$ cat src/rtl/fetch_unit.sv
// fetch_unit: instruction-fetch stage of the single-issue MIPS core.
// Owns the PC, issues word requests to a variable-latency instruction memory
// and holds the IF/ID register feeding decode. A one-entry hold buffer keeps
// a word that lands while decode is stalled, so nothing is lost or duplicated.
// Optional performance counters are built when FETCH_PERF_EN is defined;
// otherwise fetch_cnt_o / bubble_cnt_o are tied to zero.
module fetch_unit #(
  parameter int                ADDR_W   = 32,
  parameter logic [ADDR_W-1:0] RESET_PC = '0
) (
  input  logic              clk_i,
  input  logic              rst_i,
  input  logic              start_i,
  input  logic              stall_i,
  input  logic              redirect_i,
  input  logic [ADDR_W-1:0] redirect_pc_i,
  output logic              imem_req_o,
  output logic [ADDR_W-1:0] imem_addr_o,
  input  logic              imem_valid_i,
  input  logic [31:0]       imem_rdata_i,
  output logic              valid_o,
  output logic [31:0]       instr_o,
  output logic [5:0]        op_o,
  output logic [ADDR_W-1:0] pc4_o,
  output logic [31:0]       fetch_cnt_o,
  output logic [31:0]       bubble_cnt_o
);

  typedef enum logic [1:0] {
    S_IDLE = 2'd0,
    S_REQ  = 2'd1,
    S_WAIT = 2'd2
  } state_t;

  state_t            r_state;
  logic [ADDR_W-1:0] r_pc;
  // Set while a response to a request made before a redirect is still owed
  // by memory; that response must be swallowed before a new request goes out.
  logic              r_drop;

  // IF/ID register
  logic              r_valid;
  logic [31:0]       r_instr;
  logic [ADDR_W-1:0] r_pc4;

  // One-entry hold buffer for a word accepted during a stall
  logic              r_hold_vld;
  logic [31:0]       r_hold_instr;
  logic [ADDR_W-1:0] r_hold_pc4;

  logic              w_req;
  logic              w_accept;
  logic              w_redir;
  logic [ADDR_W-1:0] w_pc_next;
  logic [ADDR_W-1:0] w_redir_pc;
  logic              w_unused_lo;

  // Request is held off in REQ while a dropped response is pending, or while
  // stalled with the hold buffer already occupied (nowhere to put the word).
  assign w_req = (r_state == S_WAIT) ||
                 ((r_state == S_REQ) && !r_drop && !(stall_i && r_hold_vld));
  assign w_accept   = w_req && imem_valid_i;
  assign w_redir    = redirect_i && (r_state != S_IDLE);
  assign w_pc_next  = r_pc + ADDR_W'(4);
  assign w_redir_pc = {redirect_pc_i[ADDR_W-1:2], 2'b00};
  // Low address bits of the redirect target are discarded by design.
  assign w_unused_lo = ^redirect_pc_i[1:0];

  assign imem_req_o  = w_req;
  assign imem_addr_o = r_pc;
  assign valid_o     = r_valid;
  assign instr_o     = r_instr;
  assign op_o        = r_instr[31:26];
  assign pc4_o       = r_pc4;

  // Fetch FSM, PC, IF/ID register, hold buffer and drop flag.
  always_ff @(posedge clk_i) begin
    if (rst_i) begin
      r_state      <= S_IDLE;
      r_pc         <= RESET_PC;
      r_drop       <= 1'b0;
      r_valid      <= 1'b0;
      r_instr      <= '0;
      r_pc4        <= '0;
      r_hold_vld   <= 1'b0;
      r_hold_instr <= '0;
      r_hold_pc4   <= '0;
    end else if (w_redir) begin
      // Redirect beats stall: flush IF/ID and hold, restart at the target.
      r_state    <= S_REQ;
      r_pc       <= w_redir_pc;
      r_valid    <= 1'b0;
      r_instr    <= '0;
      r_pc4      <= '0;
      r_hold_vld <= 1'b0;
      // A request left unanswered this cycle is still owed by memory.
      r_drop     <= (w_req || r_drop) && !imem_valid_i;
    end else begin
      unique case (r_state)
        S_IDLE: if (start_i) r_state <= S_REQ;
        S_REQ: begin
          if (w_req && !imem_valid_i) r_state <= S_WAIT;
          if (r_drop && imem_valid_i) r_drop  <= 1'b0;
        end
        S_WAIT: if (imem_valid_i) r_state <= S_REQ;
        default: r_state <= S_IDLE;
      endcase

      if (w_accept) r_pc <= w_pc_next;

      if (stall_i) begin
        // IF/ID frozen; a word arriving now is parked in the hold buffer.
        if (w_accept) begin
          r_hold_vld   <= 1'b1;
          r_hold_instr <= imem_rdata_i;
          r_hold_pc4   <= w_pc_next;
        end
      end else if (r_hold_vld) begin
        // Older parked word goes first; a new arrival takes its place.
        r_valid <= 1'b1;
        r_instr <= r_hold_instr;
        r_pc4   <= r_hold_pc4;
        if (w_accept) begin
          r_hold_instr <= imem_rdata_i;
          r_hold_pc4   <= w_pc_next;
        end else begin
          r_hold_vld <= 1'b0;
        end
      end else if (w_accept) begin
        r_valid <= 1'b1;
        r_instr <= imem_rdata_i;
        r_pc4   <= w_pc_next;
      end else begin
        r_valid <= 1'b0;
        r_instr <= '0;
        r_pc4   <= '0;
      end
    end
  end

`ifdef FETCH_PERF_EN
  logic [31:0] r_fetch_cnt;
  logic [31:0] r_bubble_cnt;
  logic        w_load_valid;
  logic        w_bubble;

  // IF/ID takes a real instruction from either the hold buffer or memory.
  assign w_load_valid = !w_redir && !stall_i && (r_hold_vld || w_accept);
  assign w_bubble     = (r_state != S_IDLE) && !r_valid && !stall_i;

  // Delivered-instruction and bubble counters, free-running and wrapping.
  always_ff @(posedge clk_i) begin
    if (rst_i) begin
      r_fetch_cnt  <= '0;
      r_bubble_cnt <= '0;
    end else begin
      if (w_load_valid) r_fetch_cnt  <= r_fetch_cnt + 32'd1;
      if (w_bubble)     r_bubble_cnt <= r_bubble_cnt + 32'd1;
    end
  end

  assign fetch_cnt_o  = r_fetch_cnt;
  assign bubble_cnt_o = r_bubble_cnt;
`else
  assign fetch_cnt_o  = '0;
  assign bubble_cnt_o = '0;
`endif

endmodule

$ cat config.mk
export PLATFORM = sky130hd
export DESIGN_NAME = fetch_unit
export DESIGN_NICKNAME = d
export VERILOG_FILES = /design/src/rtl/fetch_unit.sv
export SDC_FILE = /design/constraint.sdc
export NUM_CORES = 1
export LEC_CHECK = 0
export CAP_MARGIN = 20
export CORE_MARGIN = 2
export CORE_UTILIZATION = 47
export DETAILED_ROUTE_END_ITERATION = 7
export HOLD_SLACK_MARGIN = 0.1
export PLACE_DENSITY_LB_ADDON = 0.2
export REMOVE_ABC_BUFFERS = 1
export SYNTH_ARGS = -nofsm -noshare
export SYNTH_HDL_FRONTEND = slang
export SYNTH_SLANG_ARGS = --single-unit
$ cat constraint.sdc
create_clock -name clk_i -period 2.16 [get_ports clk_i]
set_input_delay 0.216 -clock clk_i [delete_from_list [all_inputs] [get_ports clk_i]]
set_output_delay 0.216 -clock clk_i [all_outputs]
set_load 0.02 [all_outputs]
==> results by group <==
Run status
  – Outcome: finished clean

Min path
  – Worst-case hold path end point: r_hold_pc4[15]$_SDFFE_PP0P_
  – Hold Path Stages: 2
  – Hold Path Class: in2reg
  – Hold path start: rst_i

Layout
  – Nets: ~1100
  – Reg area: around 3200 sq um
  – Share of layout cells above drive strength 1: about 11%
  – Antenna diodes: 0
  – Area delta synth->final: 32.4%
  – Footprint of the multi-input gates: ~3900 sq um
  – Fillers: between 1000 and 1500
  – Final non-filler cell area: slightly above 10000 sq um

Floorplan
  – Floorplan row count: 46
  – DIE AREA: 17400 sq um
  – I/O pin total: approximately 240
  – Chip width: ~130 microns
  – Initial Util: 48.4%
  – CORE AREA: 15900 sq um
  – DIE HEIGHT: between 100 and 150 microns

Timing
  – Setup Viol. Count Final: 0
  – Setup TNS: 0 ps
  – Final Hold Vio Count: 0
  – RSZ-0062 raised after global routing: yes
  – Crit share post-route: 97.2%
  – Tmin final: between 2000 and 2500 ps
  – Clk_skew: slightly below 8 ps
  – Slew Limit Headroom: a little over half
  – Fmax: about 480 MHz
  – Max Slew Vio Count: 0
  – Tightest Pin Transition: between 700 and 800 ps

Detailed routing
  – Wirelength per Cell: 16.1 microns
  – First drt pass iteration count: 5
  – WL final: between 20000 and 25000 microns
  – Vias: roughly 7100
  – DRC violations left: 0
  – Initial drt markers: between 500 and 600
  – ANT nets after route: 0
  – Routed vias/inst: between 5 and 6

Clock network
  – # H-tree levels: 4
  – Clock Tree Buf Depth: 2
  – Root Buffer: clkbuf_16
  – CTS tree: built
  – CTS sink count: 159
  – CTS clk-pin slew, worst paths: 60 ps
  – Total CTS buffers: 17
  – Clock latency on the worst-skew pair: 420 ps
  – Hold-fix buffers, CTS: 0

Global route
  – Vias in the first global route: about 6500
  – GRT busiest layer: met2
  – Initial antenna violation count: 0
  – Largest net degree at the start of global routing: 65
  – Remaining Overflow, GRT: 0
  – Global Route Usage Sum: between 20% and 30%
  – GR Util met1: a little under a third
  – Met2 Use GR: a little under two fifths
  – First-pass GRT wire length: roughly 33000 microns
  – Grt met3 use: roughly 4.7%

Pwr
  – Switching part of the total: between 20% and 30%
  – Sequential power share: about 41%
  – P_sw: roughly 2.1 mW
  – Clock power share: 41.5%
  – Final Power: 7.89 mW
  – Int Pwr: slightly below 6 mW
  – Gate power share: about 18%
  – Maximum VDD drop: around 0.60 mV
  – Power density cells: between 700 and 800 nW/um^2
  – Leakage: roughly 3.7 nW

Setup path
  – Worst reg2reg startpoint: imem_addr_o[10]$_SDFFE_PP0P_
  – Worst path required time: between 2000 and 2500 ps
  – FF-to-FF End: pc4_o[24]$_SDFFE_PP0N_
  – Peak fanout along the critical path: 7
  – Critical path capture point type: register
  – Crit Path Class: reg2reg
  – Reg2reg setup slack: between 60 and 70 ps
  – Crit start category: register
  – R2R depth: 7
  – CP arrival: between 2000 and 2500 ps

Synthesis
  – Synth async-reset ratio: 0%
  – Flops & latches, synth: 159
  – Prevailing post-synth register cell: dfxtp_1
  – Cells after Synth: between 900 and 1000
  – Yosys Warn Count: 0
  – Post-synth EDFFs: 0
  – Netlist Area Pre-Place: just under 8000 sq um
  – Seq/Total Area, Yosys: slightly above 40%
  – Mean Syn Cell Area: between 8 and 9 sq um
  – Post-synthesis cell type count: 61

Place
  – Port buffer count: 167
  – Area post-placement: approximately 9500 sq um
  – Detailed Place HPWL: approximately 14000 microns
  – Placer congestion estimate: 0.871

Flow run
  – Max cap viols: 0
-- placed cells by master, fill, tap and decap left out, types with 5 or more instances in the layout --
| cell | synthesis | layout |
|---|---|---|
| dfxtp_1 | 159 | 156 |
| or3_1 | 11 | 11 |
| clkbuf_16 | 0 | 17 |
| and4_1 | 6 | 6 |
| o21ai_0 | 26 | 26 |
| o211a_1 | 5 | 5 |
| buf_12 | 0 | 8 |
| o32ai_1 | 5 | 5 |
| and3_1 | 9 | 7 |
| xnor2_1 | 26 | 26 |
| a22oi_1 | 10 | 10 |
| o2bb2ai_1 | 10 | 10 |
| xor2_1 | 18 | 18 |
| a21oi_1 | 58 | 57 |
| buf_4 | 80 | 48 |
| nor3_1 | 46 | 46 |
| clkdlybuf4s50_1 | 0 | 164 |
| nand2_1 | 92 | 92 |
| nor2_1 | 108 | 107 |
| nand3_1 | 15 | 15 |
| a221oi_1 | 36 | 36 |
| a311oi_1 | 10 | 10 |
| bufinv_16 | 0 | 5 |
| conb_1 | 1 | 68 |
| a211oi_1 | 38 | 38 |
| nor4_1 | 7 | 6 |
| nand4_1 | 8 | 8 |
-- registers in the layout, indices dropped and copies added, names as in the netlist --
name,flops
instr_o,32
r_hold_pc4,30
r_drop,1
pc4_o,30
imem_addr_o,30
r_state,2
r_hold_vld,1
r_hold_instr,32
valid_o,1
-- metrics by stage --
stage               setup slack (ps)  utilization [%]  instances  hold WS [ps]
finish                          61.4             64.0       1304           121
global route                   -31.5             64.0       1304           133
CTS                             14.7             63.7       1303           105
detailed placement             -67.6             59.6       1271           440
global placement                2.49             59.6       1271           440
floorplan                      -2530                -        834           285
-- synth_stat cells (all sizes together) (3+ instances only) --
| cell | number | area (sq um) |
|---|---|---|
| dfxtp | 159 | 3180 |
| nor2 | 108 | 405 |
| buf | 100 | 716 |
| nand2 | 92 | 345 |
| a21oi | 58 | 290 |
| clkbuf | 53 | 199 |
| nor3 | 48 | 250 |
| a211oi | 38 | 285 |
| a221oi | 36 | 315 |
| o21ai | 29 | 145 |
| xnor2 | 26 | 228 |
| xor2 | 18 | 158 |
| nand3 | 15 | 75.1 |
| nor4 | 12 | 106 |
| or3 | 12 | 76.3 |
| a22oi | 10 | 75.1 |
| a311oi | 10 | 87.6 |
| and3 | 10 | 63.8 |
| o2bb2ai | 10 | 87.6 |
| nand4 | 9 | 71.3 |
| and4 | 7 | 62.6 |
| inv | 5 | 18.8 |
| o211a | 5 | 50.1 |
| o32ai | 5 | 43.8 |
| a21boi | 4 | 30.0 |
| and2 | 4 | 26.3 |
| nor2b | 4 | 25.0 |
| a21o | 3 | 22.5 |
| a31oi | 3 | 18.8 |
| nand2b | 3 | 18.8 |
| o22ai | 3 | 18.8 |
-- routing by layer --
layer	vias to the layer above	wire (microns)
met5	-	0
met4	0	387
met3	29	1310
met2	247	9830
met1	3348	9440
li1	3458	-
-- how the worst max path moves through the flow --
stage | startpoint | end | slack [ps]
floorplan | r_state[1]$_SDFFE_PP0P_ | r_hold_pc4[25]$_SDFFE_PP0P_ | -2530
global placement | imem_valid_i | imem_addr_o[31]$_SDFFE_PP0P_ | 2
detailed placement | imem_valid_i | imem_addr_o[31]$_SDFFE_PP0P_ | -70
CTS | r_state[0]$_SDFFE_PP0P_ | imem_req_o | 10
global route | imem_addr_o[10]$_SDFFE_PP0P_ | pc4_o[24]$_SDFFE_PP0N_ | -30
finish | imem_addr_o[10]$_SDFFE_PP0P_ | pc4_o[24]$_SDFFE_PP0N_ | 60
-- area by class of cell --
class                           instances  share of cell area, %
Tap cell                              216                   2.65
Multi-Input combinational cell        670                   38.2
Timing Repair Buffer                  223                   21.4
Sequential cell                       159                   31.2
Inverter                                5                  0.184
Clock inverter                         10                   1.80
Clock buffer                           21                   4.51
-- worst max-delay path: stages (launching register included) --
cell,delay (ps)
dfxtp_1,460
nand4_1,170
buf_4,170
nor4_1,380
buf_4,200
nand4_1,140
xor2_1,210
o32ai_1,280
-- logic make-up after synthesis --
| family | count (synthesis) | share of synthesized area (%) |
|---|---|---|
| flops | 159 | 41.3 |
| xor+xnor | 44 | 5.00 |
| buf+inv | 158 | 12.1 |
| fa+ha+maj | 1 | 0.162 |
| compound gates | 224 | 20.2 |
| other cells | 1 | 0.0486 |
| simple gates | 331 | 20.9 |
| mux | 2 | 0.276 |
-- power groups by stage --
stage	logic (mW)	clock network (mW)	registers [mW]
finish	1.40	3.28	3.22
floorplan	0.541	0	3.42
global route	1.51	3.44	3.24
global placement	1.38	0	3.27
detailed placement	1.39	0	3.28
CTS	1.40	3.32	3.21
-- timing repair --
| action | 4_1_cts | 5_1_grt |
|---|---|---|
| pin swaps | 0 | 1 |
| gates resized for setup | 1 | 9 |
| setup buffers | 1 | 1 |
| hold endpoints to repair | 0 | 0 |
| endpoints found under the setup margin | 1 | 15 |
No activity file was read; power rests on OpenSTA's default activity.
